[src/rtl/br_resolve_if.sv]
// ---------------------------------------------------------------------------
// br_resolve_if
// Groups the EX-stage signals exchanged between the pipeline/comparator and
// the branch resolver into one bundle.
//
// Signal directions are named from br_resolve's point of view (_i = into the
// resolver, _o = out of the resolver).
//   ex_valid_i       EX holds a valid instruction
//   ex_is_branch_i   EX instruction is a conditional branch
//   ex_is_jump_i     EX instruction is JAL/JALR
//   ex_funct3_i      branch funct3
//   ex_pc_i          PC of the EX instruction
//   ex_target_i      computed branch/jump target
//   ex_pred_taken_i  prediction carried down the pipe with the instruction
//   br_less_i        comparator result: rs1 < rs2
//   br_equal_i       comparator result: rs1 == rs2
//   br_unsigned_o    comparator mode select (combinational)
//   redirect_o       registered one-cycle redirect pulse
//   redirect_pc_o    registered redirect target
//   flush_o          squash IF/ID and the next EX slot (= redirect_o)
//   illegal_br_o     registered pulse: branch with funct3 010/011
//
// Modports:
//   master : pipeline / comparator side
//   slave  : br_resolve
// ---------------------------------------------------------------------------
interface br_resolve_if #(
   parameter int XLEN = 32
);
   logic            ex_valid_i;
   logic            ex_is_branch_i;
   logic            ex_is_jump_i;
   logic [2:0]      ex_funct3_i;
   logic [XLEN-1:0] ex_pc_i;
   logic [XLEN-1:0] ex_target_i;
   logic            ex_pred_taken_i;
   logic            br_less_i;
   logic            br_equal_i;
   logic            br_unsigned_o;
   logic            redirect_o;
   logic [XLEN-1:0] redirect_pc_o;
   logic            flush_o;
   logic            illegal_br_o;

   modport master (
      output ex_valid_i, ex_is_branch_i, ex_is_jump_i, ex_funct3_i,
             ex_pc_i, ex_target_i, ex_pred_taken_i, br_less_i, br_equal_i,
      input  br_unsigned_o, redirect_o, redirect_pc_o, flush_o, illegal_br_o
   );

   modport slave (
      input  ex_valid_i, ex_is_branch_i, ex_is_jump_i, ex_funct3_i,
             ex_pc_i, ex_target_i, ex_pred_taken_i, br_less_i, br_equal_i,
      output br_unsigned_o, redirect_o, redirect_pc_o, flush_o, illegal_br_o
   );
endinterface

[src/rtl/br_resolve.sv]
// ---------------------------------------------------------------------------
// br_resolve
// EX-stage consumer of the branch comparator:
//   - selects signed/unsigned compare mode for the comparator,
//   - decodes the taken decision from br_less/br_equal and funct3,
//   - checks it against the fetch-time prediction and issues a registered
//     redirect/flush on a mispredict,
//   - owns the 2-bit saturating branch history table (BHT) used by fetch.
//
// Ports:
//   clk_i            clock
//   rst_i            asynchronous reset, active-high
//   if_pc_i          fetch PC for BHT lookup
//   if_pred_taken_o  prediction for if_pc_i (combinational read)
//   ex               br_resolve_if.slave EX/comparator/redirect bundle
//   branch_cnt_o     resolved legal conditional branches (statistics)
//   mispred_cnt_o    mispredicted branches + jumps (statistics)
//
// Optional feature: define BR_STATS_EN to build the two 32-bit statistics
// counters. Without it both counter ports are tied to zero.
// ---------------------------------------------------------------------------
module br_resolve #(
   parameter int XLEN        = 32,
   parameter int BHT_ENTRIES = 64
) (
   input  logic            clk_i,
   input  logic            rst_i,
   input  logic [XLEN-1:0] if_pc_i,
   output logic            if_pred_taken_o,
   br_resolve_if.slave     ex,
   output logic [31:0]     branch_cnt_o,
   output logic [31:0]     mispred_cnt_o
);
   localparam int IDXW = $clog2(BHT_ENTRIES);

   // Registered outputs
   logic            redirect_q,    redirect_d;
   logic [XLEN-1:0] redirect_pc_q, redirect_pc_d;
   logic            illegal_q,     illegal_d;

   // Resolve-side decode
   logic            res;
   logic            f3_illegal;
   logic            cond_true;
   logic            taken;
   logic            mispred;
   logic            bht_we;
   logic [1:0]      bht_old;
   logic [1:0]      bht_new;

   logic [IDXW-1:0] if_idx;
   logic [IDXW-1:0] ex_idx;
   logic [1:0]      bht_rd [BHT_ENTRIES];

   // PC bits outside the BHT index field do not take part in the lookup.
   logic            unused_if_pc;
   assign unused_if_pc = ^{if_pc_i[XLEN-1:IDXW+2], if_pc_i[1:0]};

   assign if_idx = if_pc_i[IDXW+1:2];
   assign ex_idx = ex.ex_pc_i[IDXW+1:2];

   // funct3[1] separates BLTU/BGEU from the signed compares.
   assign ex.br_unsigned_o = ex.ex_funct3_i[1];

   always_comb begin
      cond_true  = 1'b0;
      f3_illegal = 1'b0;
      unique case (ex.ex_funct3_i)
         3'b000:          cond_true  = ex.br_equal_i;
         3'b001:          cond_true  = ~ex.br_equal_i;
         3'b100, 3'b110:  cond_true  = ex.br_less_i;
         3'b101, 3'b111:  cond_true  = ~ex.br_less_i;
         default:         f3_illegal = 1'b1;   // 010 / 011
      endcase
   end

   always_comb begin
      // The slot right after a redirect carries a wrong-path instruction.
      res     = ex.ex_valid_i & ~redirect_q & (ex.ex_is_branch_i | ex.ex_is_jump_i);
      taken   = ex.ex_is_jump_i | (~f3_illegal & cond_true);
      mispred = res & (taken != ex.ex_pred_taken_i);
      // Jumps and illegal encodings never train the predictor.
      bht_we  = res & ex.ex_is_branch_i & ~ex.ex_is_jump_i & ~f3_illegal;

      illegal_d     = res & ex.ex_is_branch_i & ~ex.ex_is_jump_i & f3_illegal;
      redirect_d    = mispred;
      redirect_pc_d = redirect_pc_q;
      if (mispred) begin
         redirect_pc_d = taken ? ex.ex_target_i : (ex.ex_pc_i + XLEN'(4));
      end
   end

   always_ff @(posedge clk_i or posedge rst_i) begin
      if (rst_i) begin
         redirect_q    <= 1'b0;
         redirect_pc_q <= '0;
         illegal_q     <= 1'b0;
      end else begin
         redirect_q    <= redirect_d;
         redirect_pc_q <= redirect_pc_d;
         illegal_q     <= illegal_d;
      end
   end

   assign ex.redirect_o    = redirect_q;
   assign ex.redirect_pc_o = redirect_pc_q;
   assign ex.flush_o       = redirect_q;
   assign ex.illegal_br_o  = illegal_q;

   // ------------------------------------------------------------------
   // BHT: one 2-bit saturating counter per entry. Each entry is its own
   // flop pair so the whole table can be cleared by the async reset and
   // read combinationally by fetch. A write lands at the clock edge, so
   // a same-cycle lookup of the written index sees the old value.
   // ------------------------------------------------------------------
   assign bht_old = bht_rd[ex_idx];

   always_comb begin
      bht_new = bht_old;
      if (taken) begin
         if (bht_old != 2'b11) bht_new = bht_old + 2'b01;
      end else begin
         if (bht_old != 2'b00) bht_new = bht_old - 2'b01;
      end
   end

   for (genvar gi = 0; gi < BHT_ENTRIES; gi++) begin : g_bht
      logic [1:0] ctr_q;

      always_ff @(posedge clk_i or posedge rst_i) begin
         if (rst_i) begin
            ctr_q <= 2'b01;                     // weakly not-taken
         end else if (bht_we && (ex_idx == IDXW'(gi))) begin
            ctr_q <= bht_new;
         end
      end

      assign bht_rd[gi] = ctr_q;
   end

   assign if_pred_taken_o = bht_rd[if_idx][1];

   // ------------------------------------------------------------------
   // Statistics counters
   // ------------------------------------------------------------------
`ifdef BR_STATS_EN
   logic [31:0] branch_cnt_q, branch_cnt_d;
   logic [31:0] mispred_cnt_q, mispred_cnt_d;

   always_comb begin
      branch_cnt_d  = branch_cnt_q  + {31'd0, bht_we};
      mispred_cnt_d = mispred_cnt_q + {31'd0, mispred};
   end

   always_ff @(posedge clk_i or posedge rst_i) begin
      if (rst_i) begin
         branch_cnt_q  <= 32'd0;
         mispred_cnt_q <= 32'd0;
      end else begin
         branch_cnt_q  <= branch_cnt_d;
         mispred_cnt_q <= mispred_cnt_d;
      end
   end

   assign branch_cnt_o  = branch_cnt_q;
   assign mispred_cnt_o = mispred_cnt_q;
`else
   assign branch_cnt_o  = 32'd0;
   assign mispred_cnt_o = 32'd0;
`endif

endmodule

[src/flat_wrapper.sv]
// flat-port wrapper written by rule: the top's interface ports become plain ports
module br_resolve_flat 
#(
   parameter int XLEN        = 32,
   parameter int BHT_ENTRIES = 64
)
  (clk_i, rst_i, if_pc_i, if_pred_taken_o, branch_cnt_o, mispred_cnt_o, ex_ex_valid_i, ex_ex_is_branch_i, ex_ex_is_jump_i, ex_ex_funct3_i, ex_ex_pc_i, ex_ex_target_i, ex_ex_pred_taken_i, ex_br_less_i, ex_br_equal_i, ex_br_unsigned_o, ex_redirect_o, ex_redirect_pc_o, ex_flush_o, ex_illegal_br_o);
  br_resolve_if #(.XLEN(XLEN)) ex_i ();
  input  logic clk_i;
  input  logic rst_i;
  input  logic [XLEN-1:0] if_pc_i;
  output logic if_pred_taken_o;
  output logic [31:0] branch_cnt_o;
  output logic [31:0] mispred_cnt_o;
  input wire logic [$bits(ex_i.ex_valid_i)-1:0] ex_ex_valid_i;
  input wire logic [$bits(ex_i.ex_is_branch_i)-1:0] ex_ex_is_branch_i;
  input wire logic [$bits(ex_i.ex_is_jump_i)-1:0] ex_ex_is_jump_i;
  input wire logic [$bits(ex_i.ex_funct3_i)-1:0] ex_ex_funct3_i;
  input wire logic [$bits(ex_i.ex_pc_i)-1:0] ex_ex_pc_i;
  input wire logic [$bits(ex_i.ex_target_i)-1:0] ex_ex_target_i;
  input wire logic [$bits(ex_i.ex_pred_taken_i)-1:0] ex_ex_pred_taken_i;
  input wire logic [$bits(ex_i.br_less_i)-1:0] ex_br_less_i;
  input wire logic [$bits(ex_i.br_equal_i)-1:0] ex_br_equal_i;
  output wire logic [$bits(ex_i.br_unsigned_o)-1:0] ex_br_unsigned_o;
  output wire logic [$bits(ex_i.redirect_o)-1:0] ex_redirect_o;
  output wire logic [$bits(ex_i.redirect_pc_o)-1:0] ex_redirect_pc_o;
  output wire logic [$bits(ex_i.flush_o)-1:0] ex_flush_o;
  output wire logic [$bits(ex_i.illegal_br_o)-1:0] ex_illegal_br_o;
  assign ex_i.ex_valid_i = ex_ex_valid_i;
  assign ex_i.ex_is_branch_i = ex_ex_is_branch_i;
  assign ex_i.ex_is_jump_i = ex_ex_is_jump_i;
  assign ex_i.ex_funct3_i = ex_ex_funct3_i;
  assign ex_i.ex_pc_i = ex_ex_pc_i;
  assign ex_i.ex_target_i = ex_ex_target_i;
  assign ex_i.ex_pred_taken_i = ex_ex_pred_taken_i;
  assign ex_i.br_less_i = ex_br_less_i;
  assign ex_i.br_equal_i = ex_br_equal_i;
  assign ex_br_unsigned_o = ex_i.br_unsigned_o;
  assign ex_redirect_o = ex_i.redirect_o;
  assign ex_redirect_pc_o = ex_i.redirect_pc_o;
  assign ex_flush_o = ex_i.flush_o;
  assign ex_illegal_br_o = ex_i.illegal_br_o;
  br_resolve #(.XLEN(XLEN), .BHT_ENTRIES(BHT_ENTRIES)) u_core (.clk_i(clk_i), .rst_i(rst_i), .if_pc_i(if_pc_i), .if_pred_taken_o(if_pred_taken_o), .ex(ex_i), .branch_cnt_o(branch_cnt_o), .mispred_cnt_o(mispred_cnt_o));
endmodule
[config.mk]
export PLATFORM = sky130hd
export DESIGN_NAME = br_resolve_flat
export DESIGN_NICKNAME = d
export VERILOG_FILES = /design/src/rtl/br_resolve_if.sv /design/src/rtl/br_resolve.sv /design/src/flat_wrapper.sv
export SDC_FILE = /design/constraint.sdc
export NUM_CORES = 1
export LEC_CHECK = 0
export CAP_MARGIN = 40
export CELL_PAD_IN_SITES_DETAIL_PLACEMENT = 0
export CELL_PAD_IN_SITES_GLOBAL_PLACEMENT = 2
export CORE_ASPECT_RATIO = 0.6
export CORE_MARGIN = 5
export CORE_UTILIZATION = 36
export CTS_BUF_LIST = sky130_fd_sc_hd__clkbuf_4 sky130_fd_sc_hd__clkbuf_8 sky130_fd_sc_hd__clkbuf_16
export DETAILED_ROUTE_END_ITERATION = 12
export GPL_TIMING_DRIVEN = 0
export PLACE_DENSITY = 0.86
export SYNTH_ARGS = -nofsm -noshare
export SYNTH_HDL_FRONTEND = slang
export SYNTH_SLANG_ARGS = --single-unit
export TNS_END_PERCENT = 20
[constraint.sdc]
create_clock -name clk_i -period 12.4 [get_ports clk_i]
set_clock_uncertainty 0.15 [all_clocks]
set_input_delay 2.48 -clock clk_i [delete_from_list [all_inputs] [get_ports clk_i]]
set_output_delay 2.48 -clock clk_i [all_outputs]
set_load 0.1 [all_outputs]
# Word level (Yosys, flattened, before mapping)
# Index checks and enable logic that the tools add are counted.
# totals
inputBits	107
ff_bits	162
output_inout_bits	101
wordCells	240
# op_classes
reduce_logical	70
n_lt_le_gt_ge	2
mux	12
addsub	3
n_eq_ne	70
n_bitwise	16
# op_table
operator	n
$eq A6 B6 Y1 const B	32
$eq A6 B5 Y1 const B	16
$logic_and A1 B1 Y1	64
$eq A6 B4 Y1 const B	8
$add A32 B3 Y32 const B	1
$mux W32	1
$bmux W2 S6	2
$eq A6 B3 Y1 const B	4
$ge A7 B7 Y1 const B	2
$mux W2	7
$not A6 Y7	2
$eq A3 B3 Y1 const B	4
$eq A6 B2 Y1 const B	2
$and A1 B1 Y1	8
$eq A6 B1 Y1 const B	1
$logic_not A6 Y1	1
$reduce_or A6 Y1	1
$not A1 Y1	4
$pmux W1 S4	1
$reduce_or A2 Y1	2
$eq A3 B1 Y1 const B	1
$logic_not A3 Y1	1
$add A2 B1 Y2 const B	1
$ne A2 B2 Y1 const B	1
other kinds (5)	6

# Longest topological paths before layout
# logic_depth
depth_word	7
depth_mapped	12
depth_no_buf	8

# Worst setup path after synthesis
# No wires, ideal clock.
# synth_path
kind	input to output
from	input port if_pc_i[2]
to	output port if_pred_taken_o
path_slack_ps	3664
n_path_buf	2
path_stages	6
t_arrival_ps	6106
required_time_ps	9770
path_cell_list	clkbuf_1 buf_1 mux4_2 mux4_2 mux2i_1 o21ai_0
# synth_between
elab_chain_cells	4
# synth_lines
item	line_no	rtl
start, declared	flat_wrapper.sv:11	input logic [XLEN-1:0] if_pc_i;
$not A6 Y7 (implied by the code)	br_resolve.sv:141	assign if_pred_taken_o = bht_rd[if_idx][1];
$bmux W2 S6	br_resolve.sv:141	
$mux W2 (implied by the code) (2 in a row)	br_resolve.sv:141	
end, declared	flat_wrapper.sv:12	output logic if_pred_taken_o;
# Every way passes these cells. The select of a mux whose other input is x is not followed.

# Worst setup path after layout
# Ends and elaborated chain as after synthesis.

==> metrics.md <==
| Metric | Value |
|---|---|
| Run status | finished clean |
| Dpl hpwl | 23600 um |
| CTS tree | built |
| Synth Register Bits | 162 |
| PD cells | 154 nW/um^2 |
| Worst slew margin | 43.0% |
| Clk pwr share | 29.4% |
| # setup viols final | 0 |
| Initial antenna violation count | 0 |
| Synth cell types | 54 |
| Die ar. | ~30000 sq um |
| Post-synth top area share | 25.6% |
| Congestion Overflow GR | 0 |
| Nets | about 1200 |
| Leakage power | 5.76 nW |
| Ys async rst share | 100% |
| Row cnt | 46 |
| Die width | 220 um |
| Worst Tran Pin Value | 847 ps |
| Hold WC Path Type | flip-flop to flip-flop |
| Path depth of the worst reg2reg path | 8 |
| P_sw | roughly 0.00075 W |
| Root Buffer | clkbuf_16 |
| Vias | ~7000 |
| Pre-CTS setup slack | 3970 ps |
| Final cycle utilization of the critical path | about two thirds |
| Hold depth | 2 |
| Commonest non-fill, non-tap cells in the layout | clkdlybuf4s50_1 (114), dfrtp_1 (98), mux2_2 (90) |
| Largest net degree at the start of global routing | 86 |
| FF-to-FF End | u_core.g_bht[18].ctr_q[1] |
| Wire per inst | 21.0 um |
| Slowest CP cell | clkbuf_1 |
| Die span in y | 136 um |
| Antenna Nets Post-Route | 0 |
| Synth warn | 0 |
| Worst R2R Setup Slack | 9450 ps |
| Initial Utilization | 36.4% |
| Switch share | 37.7% |
| Register area | 4130 sq um |
| RSZ-0062 raised after global routing | false |
| Critical path data arrival time | 5730 ps |
| Number of setup buffers added after CTS | 0 |
| # clock sinks | 162 |
| Max Cap Viol | 0 |
| Final core occ | 49.3% |
| Area of the multi-input gates | 4870 sq um |
| Internal Power | 0.00124 W |
| Port Buffer Count | 114 |
| Drt first pass iters | 5 |
| Type of origin of the critical path | input pin |
| Bufs on Longest Clock Path | 2 |
| Post-synth EDFFs | 0 |
| Largest delay share family, worst path | buffers and inverters |
| Commonest non-fill, non-tap cell in the layout | clkdlybuf4s50_1 |
| Routed vias/inst | 4.98 |
| Comb pwr share | 40.0% |
| Post-CTS Resized | 0 |
| Setup TNS | 0 ps |
| Worst Path Max Fanout | 7 |
| CP required | 9770 ps |
| WS Path Type | input pin to output port |
| Peak VDD IR | 0.0913 mV |
| Final worst setup slack | 4040 ps |
| Hold_buf cts | 0 |
| Hold Startpoint | u_core.ex.redirect_pc_o[27] |
| GRT Overall Usage | between 20% and 30% |
| Fmax | 0.120 GHz |
| Worst Hold End | u_core.ex.redirect_pc_o[27] |
| Number of global-route vias before repair | 7229 |
| Routability Congestion | roughly 0.9 |
| R2R Path Start | u_core.g_bht[43].ctr_q[1] |
| Worst Path Buf+Inv | 5 |
| Post-synthesis cell count | 819 |
| Min cycle time layout | roughly 8400 ps |
| Routed wire length | 30000 um |
| Fin. max-slew vios | 0 |
| I/O Pins | 208 |
| Hold Violations, Final | 0 |
| Post-synth top area cell | dfrtp_1 |
| Antenna cells | 0 |
| Slowest stage delay, CP | 520 ps |
| Cell area after synthesis | about 9600 sq um |
| Post-synthesis sequential area ratio | 43.2% |
| Share of layout cells above drive strength 1 | between 30 and 40% |
| Reg clk slew, reported paths | roughly 60 ps |
| Iteration-0 DRC Markers | approximately 550 |
| Core area | about 26000 sq um |
| Area growth syn-to-layout | 35.5% |
| Synth Flop Type | dfrtp_1 |
| Total CTS buffers | 17 |
| H-tree Lvls | 4 |
| Global-route wire length before repair | approximately 45000 um |
| Critical path endpoint category | output port |
| Post-Syn Area per Cell | 11.7 sq um |
| Clk_lat worst skew | 450 ps |
| Synth area leaders | dfrtp_1 (26%), dfstp_2 (18%), mux2_2 (11%) |
| Fillers | 2377 |
| CP Cell Sequence | clkbuf_1 > buf_1 > buf_8 > mux4_2 > mux4_2 > mux2_2 > nand2_1 > o21ai_0 > clkdlybuf4s50_1 > buf_8 |
| DRC Markers | 0 |
| Reg power frac | between 30 and 40% |
[per-stage QoR]
stage	cells	power [W]	cell area (sq um)	hold slack, ps
global route	1428	0.00206	13000	349
global placement	1356	0.00123	11400	311
CTS	1428	0.00200	13000	331
floorplan	882	0.00107	9800	338
detailed placement	1396	0.00141	12300	316
finish	1428	0.00199	13000	324
[tightest hold or removal path: cells and delay by family (launching register included)]
| kind | cells | cell delay [ps] |
|---|---|---|
| simple gates | 1 | 40 |
| flops | 1 | 340 |
| compound gates | 1 | 60 |
[Yosys cell counts (all sizes together) (8+ instances only)]
cell      n
nand4     8
dfrtp    98
mux2    134
dfstp    64
o21ai    35
nor3      8
xnor2    17
mux4     43
buf      96
a21oi    16
mux2i    40
nand2    87
clkbuf   17
xor2     14
and2     13
nand3    22
nor2     48
[power by group through the flow]
stage	Clock (W)	Sequential, W	Combinational, W
4_1_cts	0.000598	0.000610	0.000796
3_3_place_gp	0	0.000617	0.000614
6_report	0.000587	0.000610	0.000796
2_1_floorplan	0	0.000842	0.000231
3_5_place_dp	0	0.000619	0.000795
5_1_grt	0.000620	0.000616	0.000823
[state kept, by name, indices dropped and copies added, names as in the netlist]
| name | cells |
|---|---|
| u_core.ex.illegal_br_o | 1 |
| u_core.ex.redirect_pc_o | 32 |
| u_core.ex.flush_o | 1 |
| u_core.g_bht.ctr_q | 128 |
[worst max path at each step]
stage / startpoint / to / slack [ps] / cells past startpoint
detailed placement: if_pc_i[2] / if_pred_taken_o / 3970 / 10
finish: if_pc_i[2] / if_pred_taken_o / 4040 / 10
global route: if_pc_i[2] / if_pred_taken_o / 3800 / 10
global placement: rst_i / u_core.g_bht[14].ctr_q[1] / 3060 / 2
floorplan: if_pc_i[2] / if_pred_taken_o / 3660 / 6
CTS: if_pc_i[2] / if_pred_taken_o / 3960 / 10
[metal layers]
layer	part of all wire [%]	GRT usage [%]	routed length, um	vias up
met5	0	0	0	-
met4	0.99	4.85	297	0
li1	-	-	-	3280
met2	42	27.0	12700	223
met1	49	31.7	14700	3585
met3	7.4	5.96	2230	22
[kinds of logic (layout without fill, tap and decap cells)]
kind of cell / after synthesis / after routing / synth area share, %
mux: 217 / 217 / 30.2
fa+ha+maj: 4 / 4 / 0.523
xor+xnor: 31 / 31 / 2.84
simple gates: 209 / 209 / 9.94
flops: 162 / 162 / 43.2
compound gates: 75 / 75 / 4.91
other cells: 1 / 64 / 0.0392
buf+inv: 120 / 306 / 8.29
[layout make-up]
type | instances | share of cell area, %
Clock buffer | 21 | 3.71
Inverter | 7 | 0.261
Tap cell | 360 | 3.48
Sequential cell | 162 | 31.9
Multi-Input combinational cell | 600 | 37.6
Buffer | 113 | 5.92
Clock inverter | 11 | 1.34
Timing Repair Buffer | 154 | 15.8
Note: power is estimated with default switching activity, not from simulation.
